--- config.mk ---
export PLATFORM = sky130hd
export DESIGN_NAME = spi_master_param
export DESIGN_NICKNAME = d
export VERILOG_FILES = /design/src/rtl/spi_pkg.sv /design/src/rtl/spi_clk_gen.sv /design/src/rtl/spi_master_param.sv
export SDC_FILE = /design/constraint.sdc
export NUM_CORES = 1
export LEC_CHECK = 0
export CORE_UTILIZATION = 30
export CTS_CLUSTER_DIAMETER = 150
export DETAILED_ROUTE_END_ITERATION = 8
export PLACE_DENSITY = 0.48
export SYNTH_ARGS = -nofsm -noshare
export SYNTH_HDL_FRONTEND = slang
export SYNTH_SLANG_ARGS = --single-unit
export TNS_END_PERCENT = 5
--- constraint.sdc ---
create_clock -name clk -period 2.1 [get_ports clk]
set_input_delay 0.525 -clock clk [delete_from_list [all_inputs] [get_ports clk]]
set_output_delay 0.525 -clock clk [all_outputs]
set_load 0.02 [all_outputs]
--- src/rtl/spi_pkg.sv ---
// Shared state encoding, mode type and signalling levels for the parametrised SPI master.
package spi_pkg;

    typedef enum logic [2:0] {
        IDLE,
        SETUP,
        SHIFT,
        HOLD,
        GAP
    } spi_state_e;

    typedef struct packed {
        logic cpol;
        logic cpha;
    } spi_mode_t;

    localparam logic SPI_READY     = 1'b1;
    localparam logic SPI_BUSY      = 1'b1;
    localparam logic SS_CONNECT    = 1'b0;
    localparam logic SS_DISCONNECT = 1'b1;

endpackage

--- src/rtl/spi_clk_gen.sv ---
// SCLK timebase: half-period counter, tick, edge counter and leading/trailing strobes.
module spi_clk_gen #(
    parameter int   DATA_W   = 8,
    parameter int   DIV_W    = 8,
    parameter logic CPOL_RST = 1'b0
) (
    input  logic             clk,
    input  logic             rst_n,
    input  logic [DIV_W-1:0] div_i,
    input  logic             cpol_i,
    input  logic             run_i,
    input  logic             restart_i,
    output logic             tick_o,
    output logic             lead_o,
    output logic             trail_o,
    output logic             last_o,
    output logic             sclk_o
);

    localparam int            EW    = $clog2(2 * DATA_W + 2);
    localparam logic [EW-1:0] EDGES = EW'(2 * DATA_W);

    logic [DIV_W-1:0] cnt_q, cnt_d;
    logic [EW-1:0]    edge_q, edge_d;
    logic             sclk_q, sclk_d;
    logic             in_shift;

    // Tick index 0 closes the setup half period; indices 1..2*DATA_W are real SCLK edges.
    assign tick_o   = run_i && (cnt_q == div_i);
    assign in_shift = (edge_q != '0) && (edge_q <= EDGES);
    assign lead_o   = tick_o && in_shift && edge_q[0];
    assign trail_o  = tick_o && in_shift && !edge_q[0];
    assign last_o   = tick_o && (edge_q == EDGES);
    assign sclk_o   = sclk_q;

    always_comb begin
        cnt_d  = cnt_q;
        edge_d = edge_q;
        sclk_d = sclk_q;
        if (restart_i) begin
            cnt_d  = '0;
            edge_d = '0;
            sclk_d = cpol_i;
        end else if (run_i) begin
            cnt_d = tick_o ? '0 : cnt_q + 1'b1;
            if (tick_o && (edge_q <= EDGES)) edge_d = edge_q + 1'b1;
            if (lead_o || trail_o) sclk_d = ~sclk_q;
        end
    end

    always_ff @(posedge clk or negedge rst_n) begin
        if (!rst_n) begin
            cnt_q  <= '0;
            edge_q <= '0;
            sclk_q <= CPOL_RST;
        end else begin
            cnt_q  <= cnt_d;
            edge_q <= edge_d;
            sclk_q <= sclk_d;
        end
    end

endmodule

--- src/rtl/spi_master_param.sv ---
// Parametrised SPI master: runtime mode/divider/bit order, multiple slave selects,
// valid/ready intake with back-to-back words that keep the slave selected.
module spi_master_param
    import spi_pkg::*;
#(
    parameter int   DATA_W   = 8,
    parameter int   NUM_SS   = 4,
    parameter int   DIV_W    = 8,
    parameter logic CPOL_RST = 1'b0,
    localparam int  SEL_W    = (NUM_SS > 1) ? $clog2(NUM_SS) : 1
) (
    input  logic              clk,
    input  logic              rst_n,
    input  logic              cfg_cpol,
    input  logic              cfg_cpha,
    input  logic              cfg_lsb_first,
    input  logic [DIV_W-1:0]  cfg_clk_div,
    input  logic              tx_valid,
    output logic              tx_ready,
    input  logic [DATA_W-1:0] tx_data,
    input  logic [SEL_W-1:0]  tx_ss_sel,
    output logic              rx_valid,
    output logic [DATA_W-1:0] rx_data,
    output logic              busy,
    output logic              sclk,
    output logic              mosi,
    input  logic              miso,
    output logic [NUM_SS-1:0] ss_n
);

    function automatic logic [DATA_W-1:0] bitrev(input logic [DATA_W-1:0] v);
        for (int i = 0; i < DATA_W; i++) bitrev[i] = v[DATA_W-1-i];
    endfunction

    function automatic logic [NUM_SS-1:0] ss_decode(input logic [SEL_W-1:0] sel);
        ss_decode = {NUM_SS{SS_DISCONNECT}};
        for (int i = 0; i < NUM_SS; i++)
            if (sel == SEL_W'(i)) ss_decode[i] = SS_CONNECT;
    endfunction

    spi_state_e        state_q;
    spi_mode_t         mode_q;
    logic              lsb_q, mosi_q, rx_valid_q, hold_first_q;
    logic [DIV_W-1:0]  div_q;
    logic [SEL_W-1:0]  sel_q;
    logic [NUM_SS-1:0] ss_n_q;
    logic [DATA_W-1:0] rx_data_q, tx_sh_q, rx_sh_q, ord_tx;
    logic              accept, direct, restart, gen_cpol;
    logic              tick, lead, trail, last;
    logic              sample, drive, pop_load, pop_gap;

    assign tx_ready = (state_q == IDLE || state_q == HOLD) ? SPI_READY : ~SPI_READY;
    assign busy     = (state_q != IDLE) ? SPI_BUSY : ~SPI_BUSY;
    assign accept   = tx_valid && (tx_ready == SPI_READY);
    // Internally bits always leave from the MSB end; LSB-first words are mirrored at load.
    assign ord_tx   = cfg_lsb_first ? bitrev(tx_data) : tx_data;
    assign direct   = accept && (state_q == IDLE || tx_ss_sel == sel_q);
    assign restart  = accept || (state_q == GAP && tick);
    assign gen_cpol = accept ? cfg_cpol : mode_q.cpol;
    assign sample   = (state_q == SHIFT) && (mode_q.cpha ? trail : lead);
    assign drive    = (state_q == SHIFT) && (mode_q.cpha ? lead : (trail && !last));
    assign pop_load = direct && !cfg_cpha;
    assign pop_gap  = (state_q == GAP) && tick && !mode_q.cpha;

    spi_clk_gen #(
        .DATA_W   (DATA_W),
        .DIV_W    (DIV_W),
        .CPOL_RST (CPOL_RST)
    ) u_clk_gen (
        .clk       (clk),
        .rst_n     (rst_n),
        .div_i     (div_q),
        .cpol_i    (gen_cpol),
        .run_i     (state_q != IDLE),
        .restart_i (restart),
        .tick_o    (tick),
        .lead_o    (lead),
        .trail_o   (trail),
        .last_o    (last),
        .sclk_o    (sclk)
    );

    always_ff @(posedge clk) begin
        if (sample) rx_sh_q <= {rx_sh_q[DATA_W-2:0], miso};
        if (accept) tx_sh_q <= pop_load ? (ord_tx << 1) : ord_tx;
        else if (pop_gap || drive) tx_sh_q <= tx_sh_q << 1;
    end

    always_ff @(posedge clk or negedge rst_n) begin
        if (!rst_n) begin
            state_q      <= IDLE;
            mode_q       <= '{cpol: CPOL_RST, cpha: 1'b0};
            lsb_q        <= 1'b0;
            div_q        <= '0;
            sel_q        <= '0;
            ss_n_q       <= {NUM_SS{SS_DISCONNECT}};
            mosi_q       <= 1'b0;
            rx_valid_q   <= 1'b0;
            rx_data_q    <= '0;
            hold_first_q <= 1'b0;
        end else begin
            rx_valid_q   <= 1'b0;
            hold_first_q <= 1'b0;
            if (pop_load) mosi_q <= ord_tx[DATA_W-1];
            else if (pop_gap || drive) mosi_q <= tx_sh_q[DATA_W-1];
            if (hold_first_q) begin
                rx_valid_q <= 1'b1;
                rx_data_q  <= lsb_q ? bitrev(rx_sh_q) : rx_sh_q;
            end
            if (accept) begin
                mode_q <= '{cpol: cfg_cpol, cpha: cfg_cpha};
                lsb_q  <= cfg_lsb_first;
                div_q  <= cfg_clk_div;
                sel_q  <= tx_ss_sel;
            end
            case (state_q)
                IDLE: if (accept) begin
                    state_q <= SETUP;
                    ss_n_q  <= ss_decode(tx_ss_sel);
                end
                SETUP: if (tick) state_q <= SHIFT;
                SHIFT: if (last) begin
                    state_q      <= HOLD;
                    hold_first_q <= 1'b1;
                end
                // Same target keeps ss_n low straight through; a new target goes via GAP.
                HOLD: if (accept) begin
                    state_q <= direct ? SETUP : GAP;
                    ss_n_q  <= direct ? ss_decode(tx_ss_sel) : {NUM_SS{SS_DISCONNECT}};
                end else if (tick) begin
                    state_q <= IDLE;
                    ss_n_q  <= {NUM_SS{SS_DISCONNECT}};
                end
                GAP: if (tick) begin
                    state_q <= SETUP;
                    ss_n_q  <= ss_decode(sel_q);
                end
                default: state_q <= IDLE;
            endcase
        end
    end

    assign mosi     = mosi_q;
    assign ss_n     = ss_n_q;
    assign rx_valid = rx_valid_q;
    assign rx_data  = rx_data_q;

endmodule

-- After elaboration in Yosys (flattened, before gate mapping)
Index checks and enable logic that the tools add are counted.
- equal/unequal tests: 18
- bitwise logic cells: 1
- add/sub/neg operators: 2
- $lt $le $gt $ge: 1
- multiplexer cells: 46
- reductions and logical operators: 39
- operators by type and width (operator ; number):
    two-way mux 8 bit ; 8
    two-way mux 1 bit ; 21
    two-way mux 3 bit ; 7
    two-way mux 4 bit ; 5
    logical AND 1 bit ; 15
    two-way mux 5 bit ; 3
    one-hot mux 3 bit (5 select lines) ; 1
    one-hot mux 4 bit (3 select lines) ; 1
    nonzero test 2 bit ; 5
    adder 8 x 1 -> 8 bit (second input constant) ; 1
    equality test 2 bit (second input constant) ; 4
    equality test 8 bit ; 1
    != test 2 bit (second input constant) ; 4
    equality test 3 x 2 -> 1 bit (second input constant) ; 2
    nonzero test 3 bit ; 2
    adder 5 x 1 -> 5 bit (second input constant) ; 1
    equality test 5 bit (second input constant) ; 1
    less-or-equal comparator 5 bit (second input constant) ; 1
    logical OR 1 bit ; 5
    AND reduction 5 bit ; 1
    nonzero test 5 bit ; 1
    equality test 2 x 1 -> 1 bit (second input constant) ; 2
    logical NOT 1 bit ; 4
    logical NOT 2 bit ; 2
    8 further kinds ; 9
- output and inout port bits: 17
- input port bits: 25
- register bits: 61

-- Logic depth before layout (Yosys ltp)
Gate-level depths: netlist (run 1).
- depth in word-level cells: 10
- depth in mapped cells: 11

-- Modules after synthesis
From an unflattened synthesis (run 1), not the netlist that was laid out.
- cell total of the unflattened synthesis: 317
- area total of the unflattened synthesis: 3224.3 µm²
- modules (own cells, without submodules) (module ; sequential area each (µm²) ; area an instance (µm²) ; times used ; cells an instance):
    spi_master_param ; 1261.2 ; 2270.9 ; 1 ; 215
    spi_clk_gen ; 350.3 ; 953.4 ; 1 ; 102

-- Worst setup path after synthesis (run 1)
Ideal clock, no wire load.
- path type: register -> register
- start: register u_clk_gen.edge_q[0]
- end: register tx_sh_q[0] (enable)
- slack: -0.117 ns
- stages on the path, launching flop included: 10
- library setup time: 0.313 ns
- data arrival time: 1.905 ns
- period minus slack after synthesis: 2.217 ns
- data required time: 1.787 ns
- cells stage by stage: dfrtp_1 clkbuf_1 inv_1 ha_1 nand2_1 ha_1 nor4bb_1 o21ai_0 o21ai_0 a31o_2
- cells in the longest elaborated chain, start to end: 9
- elaborated cells between the ends (all ways): 15
- RTL lines (item ; RTL line ; source):
    start, declared ; spi_clk_gen.sv:24 ; logic [EW-1:0] edge_q, edge_d;
    start signal, assigned ; spi_clk_gen.sv:58 ; edge_q <= edge_d;
    less-or-equal comparator 5 bit / nonzero test 5 bit (equally long branches) ; spi_clk_gen.sv:30 ; assign in_shift = (edge_q != '0) && (edge_q <= EDGES);
    logical AND 1 bit ; spi_clk_gen.sv:30 ;
    logical AND 1 bit ; spi_clk_gen.sv:31, spi_clk_gen.sv:32 ;
    logical AND 1 bit ; spi_clk_gen.sv:32 ; assign trail_o = tick_o && in_shift && !edge_q[0];
    logical AND 1 bit ; spi_master_param.sv:61 ; assign drive = (state_q == SHIFT) && (mode_q.cpha ? lead : (trail && !last));
    two-way mux 1 bit (*) ; spi_master_param.sv:61 ;
    logical AND 1 bit (*) ; spi_master_param.sv:61 ;
    logical OR 1 bit (*) ; spi_master_param.sv:86 ; else if (pop_gap || drive) tx_sh_q <= tx_sh_q << 1;
    nonzero test 2 bit (no source line) (*) ; -- ;
    end signal, assigned ; spi_master_param.sv:85 ; if (accept) tx_sh_q <= pop_load ? (ord_tx << 1) : ord_tx;
    end signal, assigned ; spi_master_param.sv:86 ;
    end, declared ; spi_master_param.sv:47 ; logic [DATA_W-1:0] rx_data_q, tx_sh_q, rx_sh_q, ord_tx;
Mark *: on every way between the ends. The rest lies on a longest branch, timed or not.
A chain may end at the register's enable or synchronous reset.

-- Worst setup path in the final report (run 1)
- start: register state_q[1]
- end: register tx_sh_q[6] (data pin)
- cells in the longest elaborated chain, start to end: 8
- elaborated cells between the ends (all ways): 10
- RTL lines (item ; RTL line ; source):
    start, declared ; spi_master_param.sv:41 ; spi_state_e state_q;
    start signal, assigned ; spi_master_param.sv:128 ; state_q <= direct ? SETUP : GAP;
    equality test 3 x 2 -> 1 bit / logical NOT 3 bit (equally long branches) ; spi_master_param.sv:52, spi_master_param.sv:57 ;
    logical OR 1 bit ; spi_master_param.sv:52 ; assign tx_ready = (state_q == IDLE || state_q == HOLD) ? SPI_READY : ~SPI_READY;
    two-way mux 1 bit ; spi_master_param.sv:52 ;
    logical AND 1 bit ; spi_master_param.sv:54 ; assign accept = tx_valid && (tx_ready == SPI_READY);
    logical AND 1 bit ; spi_master_param.sv:57 ; assign direct = accept && (state_q == IDLE || tx_ss_sel == sel_q);
    logical AND 1 bit ; spi_master_param.sv:62 ; assign pop_load = direct && !cfg_cpha;
    two-way mux 8 bit ; spi_master_param.sv:85 ;
    two-way mux 8 bit (*) ; spi_master_param.sv:85 ;
Marked as above.

==> summary.md, run 1 <==
| Metric | Value |
|---|---|
| Seq cells post-synth | 61 |
| Area share of the largest cell type after synthesis | roughly a third |
| Yosys warns | 0 |
| I/O pin count | 42 |
| Max VDD drop | about 0.0004 V |
| Fmax | 491 MHz |
| Net Sw Power | ~2000 uW |
| Slew Viols, Final | 0 |
| CP Launch Type | flip-flop |
| Count leader, synth | nand2_1 |
| DR WL/cell | 14.0 um |
| Number of DRC markers in iteration 0 | ~110 |
| Syn Std Cell Area | about 0.0032 mm2 |
| Synth area leaders | dfrtp_1 (32%), edfxtp_1 (15%), nand2_1 (7.5%) |
| Cell family with most CP delay | compound AO/OA/AOI/OAI gates |
| Largest net degree at the start of global routing | 29 |
| Seq pwr share | approximately 36% |
| Core box area | 0.0104 mm2 |
| Netlist cell types | 55 |
| # port buffers | 41 |
| CP max-delay cell | dfrtp_1 |
| Vias in the first global route | around 2,600 |
| Net Sw Frac | slightly below 40% |
| CP required | ~2.3 ns |
| Initial core utilization | 31.1% |
| HP Class | primary input to asynchronous set/reset pin |
| Relative slew margins | between 50 and 60% |
| TritonCTS Buffers | 9 |
| TritonCTS clock tree | built |
| Clock root cell | clkbuf_8 |
| Drt total wl | about 7600 um |
| Routed via count | 2,533 |
| Buf/Inv on CP | 1 |
| HPWL after DPL | ~5500 um |
| Final ANT Viol Nets | 0 |
| Non-Filler Instances | between 500 and 600 |
| Syn nets | around 360 |
| Worst slew pin tran | around 0.7 ns |
| Gpl congestion | between 0.7 and 0.8 |
| Max-cap violations | 0 |
| CTS clk-pin slew, worst paths | around 0.08 ns |
| Area Growth Syn to Fin | 34.2% |
| Initial antenna violation count | 0 |
| First-pass GRT wire length | between 10,000 and 15,000 um |
| Final min period | ~2.0 ns |
| Syn Area/Cell | between 9 and 10 um2 |
| PwrDens | around 1200 mW/mm2 |
| Fin crit share | a little under 100% |
| DIE WIDTH | about 110 um |
| Die height | around 110 um |
| Register area share after synthesis | about half |
| Leading area contributor after synthesis | dfrtp_1 |
| Fill cells | a little over 1,000 |
| Die area | 0.0112 mm2 |
| CP Class | flip-flop to flip-flop |
| Slowest cell delay on critical path | between 0.4 and 0.5 ns |
| Crit-path cells | xor2_1 -> or3_4 -> a211oi_4 -> buf_12 -> mux2_2 -> o21ai_1 |
| Ys flop type | dfrtp_1 |
| FP Rows | 37 |
| Cell-internal power | between 3000 and 4000 uW |
| Setup violations, final | 0 |
| Final Skew | approximately 0.016 ns |
| Via density | ~4.7 |
| Worst Setup End Kind | flip-flop |
| Async S/R FF share, synth | between 70 and 80% |
| Aggregate global-route resource usage | roughly 15% |
| Worst-skew pair later-pin latency | about 0.34 ns |
| Final hold vios | 0 |
| CTS HTree Levels | 3 |
| Layout cell share with drive strength beyond 1 | a little under a quarter |
| DP Cell Count | between 500 and 600 |
| Overall power | about 5200 uW |
| CTS max path bufs | 2 |
| # DRC | 0 |
| Reg area | 0.00161 mm2 |
| Logic pwr share | between 40% and 50% |
| Static Leak | about 0.0019 uW |
| Commonest cells post-synth | nand2_1 (65), dfrtp_1 (41), nor2_1 (28), edfxtp_1 (16), a21oi_1 (15) |
| Pre-antenna DRT Iters | 4 |
| Hold_ws | 0.218 ns |
| Clock power frac | 19.7% |
| Area of the multi-input gates | about 0.0016 mm2 |
| Run status | finished clean |
| Mapped Cells | between 300 and 400 |
| Crit-path max FO | 5 |
| Post-synth EDFFs | 16 |
| Gr ovfl total | 0 |
| RSZ-0062 raised after global routing | true |
| Fin nets | roughly 430 |
| Ant diodes | 0 |
| Sink Count | 61 |
| CP arrival | 2.23 ns |
## layout by cell type (no fill, tap or decap), types with 7 or more instances in the layout
master           synthesis  routed
xor2_1                  14      14
o21ai_0                 13       8
edfxtp_1                16      16
nand2_1                 65      65
nor2_1                  28      28
buf_4                    0      40
clkdlybuf4s50_1          0      35
clkbuf_8                 0       9
mux2i_1                 14      14
mux2_2                   9       9
a21oi_1                 15      15
inv_1                    7       7
dfrtp_1                 41      41
## metal layers
metal / vias up / track usage [%] / wire length [um]
met2: 44 / 23.7 / 3480
met1: 1191 / 20.2 / 3800
met3: 9 / 3.74 / 253
li1: 1289 / - / -
met4: 0 / 5.65 / 93
met5: - / 0 / 0
## stage by stage
step	setup TNS [ns]	instance area, um2	worst slack [ns]	util [%]
2_1_floorplan	-0.819	3250	-0.0519	-
3_3_place_gp	-6.38	4070	-0.411	39.0
3_5_place_dp	-6.70	4070	-0.444	39.0
4_1_cts	0	4280	0.00890	41.1
5_1_grt	-0.0136	4360	-0.00716	41.8
6_report	0	4360	0.0642	41.8
## flip-flops by register name, summed over array words and instances (netlist names)
name and flops:
ss_n 4, rx_valid 1, u_clk_gen.edge_q 5, rx_data 8, sel_q 2, hold_first_q 1
rx_sh_q 8, lsb_q 1, u_clk_gen.sclk_o 1, u_clk_gen.cnt_q 8, tx_sh_q 8, state_q 3
mosi 1, mode_q 2, div_q 8
## cell type report
type / count / share of cell area (%)
multi-input cells: 239 / 36.1
clock inverters: 6 / 0.977
well taps: 136 / 3.91
inverters: 7 / 0.603
flip-flops and latches: 61 / 37.0
clock buffers: 10 / 3.42
repair buffers: 85 / 18.0
## cells by family (layout without fill, tap and decap cells)
kind of cell / Yosys count / after routing / synth area share, %
AO/OA/AOI/OAI: 52 / 52 / 11.0
XOR/XNOR: 19 / 19 / 5.13
adder cells (fa/ha/maj): 5 / 5 / 1.93
buffers and inverters: 26 / 108 / 3.63
flip-flops: 61 / 61 / 49.7
multiplexers: 23 / 23 / 7.44
AND/OR/NAND/NOR: 140 / 140 / 21.2
## what timing repair did
item,CTS,global route
hold buffers,0,0
resized for setup,9,12
pin swaps,3,4
setup endpoints to repair,20,20
setup buffers,0,3
cloned,0,1
## power by group through the flow
stage	registers, uW	clock network [uW]	logic (uW)
after global routing	1920	1100	2540
after floorplan	1880	0	1380
after global placement	1900	0	2190
after detailed placement	1890	0	2210
after CTS	1880	1050	2240
final	1870	1020	2270
## path summary, 6_finish.rpt
kind,from,slack [ns],endpoint,cells past startpoint
setup / recovery,state_q[1],0.06,tx_sh_q[6],6
hold / removal,rst_n,0.22,u_clk_gen.sclk_o,1
setup reg to reg,state_q[1],0.06,tx_sh_q[6],6
hold reg to reg,mode_q[1],0.49,mode_q[1],2
max in group asynchronous,rst_n,1.27,rx_data[7],2
min in group clk,mode_q[1],0.49,mode_q[1],2
Note: power is estimated with default switching activity, not from simulation.
==> run 2: changes to the inputs <==
--- a/config.mk
+++ b/config.mk
@@ -9,6 +9,8 @@
 export CTS_CLUSTER_DIAMETER = 150
 export DETAILED_ROUTE_END_ITERATION = 8
 export PLACE_DENSITY = 0.48
+export RECOVER_POWER = 25
+export REMOVE_ABC_BUFFERS = 1
 export SYNTH_ARGS = -nofsm -noshare
 export SYNTH_HDL_FRONTEND = slang
 export SYNTH_SLANG_ARGS = --single-unit
==> run 2 against run 1 <==
Worst setup slack worse by 0.013 ns. Non-clock buffer count is 3 higher. Hold slack better by 0.26 ns. Sequential share of layout area is 0.40 points lower. Die area stayed put. Clock power is 16% higher. Routed wire length is 3.4% lower. Critical path depth is 4 lower. Sequential power hardly changed. Critical endpoint is now busy.
==> summary.md, run 2 (synthesis gave the netlist of run 1 again) <==
| Metric | Value |
|---|---|
| Final hold vios | 0 |
| # port buffers | 41 |
| Vias in the first global route | between 2,000 and 3,000 |
| Crit-path max FO | 4 |
| Sink Count | 61 |
| Worst slew pin tran | 1.16 ns |
| Hold_ws | roughly 0.48 ns |
| Static Leak | just under 0.002 uW |
| Area Growth Syn to Fin | 35.7% |
| Fin crit share | a little over nine tenths |
| HPWL after DPL | roughly 5200 um |
| First-pass GRT wire length | 12,300 um |
| CP Launch Type | flip-flop |
| Fmax | between 400 and 500 MHz |
| Die height | around 110 um |
| Gr ovfl total | 0 |
| CP required | between 1.5 and 2 ns |
| Gpl congestion | between 0.7 and 0.8 |
| Routed via count | 2,607 |
| Initial core utilization | between 30% and 40% |
| Slew Viols, Final | 0 |
| Area after DPL | 0.00408 mm2 |
| Metal-1 WL | approximately 3500 um |
| # DRC | 0 |
| TritonCTS Buffers | 9 |
| Drt total wl | between 7000 and 8000 um |
| Core box area | approximately 0.010 mm2 |
| Commonest non-fill, non-tap cells in the layout | nand2_1 (63), buf_4 (43), dfrtp_1 (41) |
| CTS max path bufs | 2 |
| Initial antenna violation count | 0 |
| Final total negative setup slack | 0 ns |
| Largest net degree at the start of global routing | 46 |
| Relative slew margins | around 23% |
| I/O pin count | 42 |
| FP Rows | 37 |
| WL met3 | about 290 um |
| Metal2 WL | 3450 um |
| PwrDens | ~1200 mW/mm2 |
| CP arrival | roughly 1.5 ns |
| Final min period | about 2.0 ns |
| Clock root cell | clkbuf_8 |
| Run status | finished clean |
| Cell-internal power | 3420 uW |
| DR WL/cell | ~13 um |
| Net Sw Frac | ~37% |
| Number of DRC markers in iteration 0 | roughly 150 |
| Net Sw Power | about 2000 uW |
| Die area | roughly 0.011 mm2 |
| DR top layer | met4 |
| Clock power frac | a little over a fifth |
| Overall power | 5380 uW |
| Design area | between 0.004 and 0.005 mm2 |
| Max VDD drop | roughly 0.00043 V |
| CP Class | flip-flop to output port |
| Final ANT Viol Nets | 0 |
| Fin nets | ~440 |
| Final worst slack | approximately 0.052 ns |
| TritonCTS clock tree | built |
| Worst Setup End Kind | output port |
| Aggregate global-route resource usage | about 14% |
| Seq pwr share | between 30% and 40% |
| Setup violations, final | 0 |
| Logic pwr share | a little over two fifths |
| Ant diodes | 0 |
| Layout cell share with drive strength beyond 1 | between 20% and 30% |
| Setup WS pre-CTS | -0.455 ns |
| CTS HTree Levels | 3 |
| HP Class | flip-flop to flip-flop |
| CTS clk-pin slew, worst paths | around 0.070 ns |
| Via density | around 4.8 |
| Leading cell type in the layout, fill and taps excluded | nand2_1 |
| Worst-skew pair later-pin latency | approximately 0.34 ns |
| DIE WIDTH | 106 um |
| Final Skew | between 0.015 and 0.02 ns |
| Cts hold-fix bufs | 0 |
| Pre-antenna DRT Iters | 4 |
| Max-cap violations | 0 |
run 2: cell types whose count changed in the layout (fill, tap and decap cells not counted), moves of 2 or more:
cell	previous run	this run
nand2_1	65	63
bufinv_16	0	2
dlymetal6s2s_1	3	1
inv_6	2	0
clkdlybuf4s50_1	35	37
o21ai_2	3	1
nand2_2	1	3
clkbuf_16	2	0
buf_4	40	43
o21ai_0	8	10
run 2: what timing repair did:
action / in CTS / in global routing
resized for setup: 11 / 10
endpoints found under the setup margin: 28 / 19
buffers inserted: 0 / 2
pin swaps: 2 / 4
run 2: cell type report:
cell class                 count  area, um2
multi-input combinational    239       1590
tap                          136        170
clock buffer                  10        138
timing repair buffer          88        777
inverter                       7       26.3
sequential                    61       1610
fill                        1034       6010
clock inverter                 6       86.3
run 2: path summary, 6_finish.rpt:
kind	startpoint	end	slack [ns]	cells after the start
max	state_q[1]	busy	0.05	2
min	rx_sh_q[4]	rx_sh_q[5]	0.48	0
max reg2reg	state_q[0]	tx_sh_q[7]	0.07	6
min reg2reg	rx_sh_q[4]	rx_sh_q[5]	0.48	0
max in group asynchronous	rst_n	rx_data[3]	0.90	2
min in group asynchronous	rst_n	div_q[6]	0.49	2
run 2: per-layer routing:
metal | GRT usage, % | vias to the layer above
li1 | - | 1289
met1 | 18.2 | 1256
met2 | 23.0 | 55
met3 | 4.41 | 7
met4 | 3.57 | 0
met5 | 0 | -
run 2: through the flow:
stage          utilization [%]  cells
3_5_place_dp              39.2    529
4_1_cts                   41.8    545
2_1_floorplan                -    307
5_1_grt                   42.3    547
6_report                  42.3    547
3_3_place_gp              39.2    529
run 2: power groups by stage:
| stage | sequential, uW | combinational [uW] | clock [uW] |
|---|---|---|---|
| 2_1_floorplan | 1940 | 1230 | 0 |
| 3_3_place_gp | 1870 | 2280 | 0 |
| 3_5_place_dp | 1870 | 2290 | 0 |
| 4_1_cts | 1860 | 2330 | 1210 |
| 5_1_grt | 1910 | 2600 | 1270 |
| 6_report | 1860 | 2340 | 1180 |
run 2: worst max-delay path: stages (launching register included):
cell	delay (ns)
dfrtp_1	0.44
or3_4	0.44
clkdlybuf4s15_1	0.31
==> run 3: changes to the inputs <==
--- a/config.mk
+++ b/config.mk
@@ -5,10 +5,11 @@
 export SDC_FILE = /design/constraint.sdc
 export NUM_CORES = 1
 export LEC_CHECK = 0
+export ABC_AREA = 1
 export CORE_UTILIZATION = 30
 export CTS_CLUSTER_DIAMETER = 150
 export DETAILED_ROUTE_END_ITERATION = 8
-export PLACE_DENSITY = 0.48
+export PLACE_DENSITY = 0.47
 export RECOVER_POWER = 25
 export REMOVE_ABC_BUFFERS = 1
 export SYNTH_ARGS = -nofsm -noshare
==> constraint.sdc (replaced) <==
create_clock -name clk -period 1.95 [get_ports clk]
set_input_delay 0.4875 -clock clk [delete_from_list [all_inputs] [get_ports clk]]
set_output_delay 0.4875 -clock clk [all_outputs]
set_load 0.02 [all_outputs]
==> run 3 against run 2 <==
The run now ends with negative setup slack left. Hold slack lost 0.12 ns. Die area shrank 0.64%. Final area shrank 0.43%. Count of clock-buffer cells in the layout shrank 1. Non-clock buffer count shrank 4. Worst setup slack lost 0.071 ns. Area after synthesis shrank 0.66%. Highest routed layer unchanged.
==> summary.md, run 3 <==
| Metric | Value |
|---|---|
| Run status | finished, violations left |
| Violated checks | negative setup slack |
| TritonCTS Buffers | 9 |
| Worst R2R Start | u_clk_gen.edge_q[1] |
| Die area | 0.0112 mm2 |
| Yosys warns | 0 |
| FP Rows | 37 |
| CTS HTree Levels | 3 |
| RR Endpoint | rx_sh_q[5] |
| Layout cell share with drive strength beyond 1 | 21.8% |
| Static Leak | just over 0.002 uW |
| Synth Area in Adders | slightly below 2% |
| Worst slew pin tran | 1.18 ns |
| Area share of the largest cell type after synthesis | about a third |
| Ant diodes | 0 |
| Final ANT Viol Nets | 0 |
| PwrDens | around 1400 mW/mm2 |
| Max-cap violations | 0 |
| Slew Viols, Final | 0 |
| Overall power | ~5900 uW |
| Final core occ | 42.3% |
| DIE WIDTH | roughly 110 um |
| Count leader, synth | nand2_1 |
| HP Class | primary input to asynchronous set/reset pin |
| Reg2Reg Setup Slack | -0.02 ns |
| Ys flop type | dfrtp_1 |
| Design area | approximately 0.0044 mm2 |
| HPWL after DPL | about 5400 um |
| Setup violations, final | 16 |
| Reg2Reg Depth | 11 |
| Synth area leaders | dfrtp_1 (32%), edfxtp_1 (15%), nand2_1 (12%) |
| Routed via count | about 2,700 |
| Via density | around 4.5 |
| CTS clk-pin slew, worst paths | approximately 0.080 ns |
| Final min period | 1.97 ns |
| Final worst slack | -0.0193 ns |
| Fill cells | 1,059 |
| Mapped Cells | about 380 |
| Seq cells post-synth | 61 |
| Fin nets | 498 |
| Area Growth Syn to Fin | 36.0% |
| Post-synth EDFFs | 16 |
| Simple-gate share of the synthesized area | roughly a quarter |
| Async S/R FF share, synth | between 70% and 80% |
| Final hold vios | 0 |
| Initial core utilization | between 30% and 40% |
| Core box area | between 0.01 and 0.015 mm2 |
| Fmax | approximately 510 MHz |
| Syn Area/Cell | 8.42 um2 |
| RSZ-0062 raised after global routing | true |
| # DRC | 0 |
| Post-Synth XOR/XNOR Area | 2.45% |
| Worst-skew pair later-pin latency | between 0.3 and 0.4 ns |
| Multiplexer area fraction after synthesis | ~1.9% |
| # port buffers | 41 |
| CP arrival | between 2 and 2.5 ns |
| Gr ovfl total | 0 |
| Clock root cell | clkbuf_8 |
| Drt total wl | 7060 um |
| DR WL/cell | roughly 12 um |
| Register area share after synthesis | approximately 50% |
| TritonCTS clock tree | built |
| Largest net degree at the start of global routing | 25 |
| Largest family of logic cells by synthesized area | simple AND/OR/NAND/NOR gates |
| Vias in the first global route | roughly 2,700 |
| Leading cell type in the layout, fill and taps excluded | nand2_1 |
| CP Launch Type | flip-flop |
| Initial antenna violation count | 0 |
| Die height | 106 um |
| CP required | 2.01 ns |
| CP Capture Point | rx_sh_q[5] |
| Leading area contributor after synthesis | dfrtp_1 |
| Setup WS pre-CTS | -0.200 ns |
| Area fraction in compound gates after synthesis | between 10% and 20% |
| Commonest cells post-synth | nand2_1 (100), inv_1 (43), dfrtp_1 (41), o21ai_0 (36) |
| Aggregate global-route resource usage | 14.1% |
| Syn Std Cell Area | 0.00322 mm2 |
| Commonest non-fill, non-tap cells in the layout | nand2_1 (96), dfrtp_1 (41), inv_1 (39) |
| Area after DPL | 0.00410 mm2 |
| Number of DRC markers in iteration 0 | ~60 |
| Relative slew margins | a little over a fifth |
| Worst Setup End Kind | flip-flop |
| Fin crit share | 101% |
| Crit-path max FO | 8 |
| Final Skew | 0.0150 ns |
| CP startpoint | u_clk_gen.edge_q[1] |
| First-pass GRT wire length | between 10,000 and 15,000 um |
| CTS max path bufs | 2 |
| Sink Count | 61 |
| I/O pin count | 42 |
| Netlist cell types | 33 |
| CP Class | flip-flop to flip-flop |
| Pre-antenna DRT Iters | 4 |
| Gpl congestion | 0.786 |
| Max VDD drop | 0.000411 V |
run 3: cell count changes after synthesis, sizes merged, moves of 5 or more:
cell / delta
nand3: +18
nand2: +42
xor2: -10
o21a: +6
and3: -5
mux2i: -8
mux2: -9
inv: +40
and2: -5
o21ai: +25
buf: -6
run 3: final cells by class:
type | count | area (um2) | share of cell area (%)
multi-input cells | 264 | 1460 | 33.4
clock inverters | 7 | 80.1 | 1.83
clock buffers | 9 | 124 | 2.83
repair buffers | 84 | 754 | 17.2
inverters | 48 | 181 | 4.14
flip-flops and latches | 61 | 1610 | 36.8
well taps | 136 | 170 | 3.88
run 3: worst min path at each step:
stage / end / from / slack (ns)
floorplan: div_q[0] / rst_n / 0.19
global placement: rx_sh_q[4] / rx_sh_q[3] / 0.44
detailed placement: rx_sh_q[4] / rx_sh_q[3] / 0.44
CTS: rx_data[5] / rst_n / 0.11
global route: rx_data[5] / rst_n / 0.45
finish: rx_data[5] / rst_n / 0.36
run 3: critical path: stages (launching register included):
cell     delay [ns]
dfrtp_1        0.39
inv_2          0.08
ha_4           0.14
nand2_4        0.05
nor2_4         0.11
inv_2          0.06
ha_4           0.26
inv_2          0.04
nor2_4         0.13
nand3_1        0.10
a21oi_2        0.18
buf_6          0.16
run 3: routing by layer:
layer	up-vias	routed length, um	global-route usage, %
met4	0	97	5.36
met1	1243	3500	18.8
met2	41	3240	22.2
met3	8	221	3.22
li1	1423	-	-
met5	-	0	0
run 3: stage by stage:
stage	TNS, ns	cells	hold WS [ns]
global route	-1.83	609	0.455
detailed placement	-4.27	590	0.436
floorplan	-4.18	373	0.192
CTS	0	608	0.114
finish	-0.186	609	0.356
global placement	-3.20	590	0.444
run 3: timing repair:
item | CTS | global route
hold endpoints to repair | 0 | 0
buffers inserted | 2 | 1
pin swaps | 7 | 5
hold buffers | 0 | 0
setup endpoints to repair | 23 | 25
gates resized for setup | 25 | 9
run 3: logic make-up (layout without fill, tap and decap cells):
family / Yosys count / in the layout
AOI/OAI and AO/OA: 71 / 71
adders and majority gates: 5 / 5
muxes: 6 / 6
xor gates and xnor gates: 9 / 9
buffers and inverters: 58 / 148
DFF: 61 / 61
and+or+nand+nor: 173 / 173
run 3: report_power, final:
group          total, uW  switching, uW  internal, uW  leakage [uW]
Clock               1170            564           605     0.0000968
Sequential          2010            261          1750      0.000729
Combinational       2740           1570          1180       0.00122
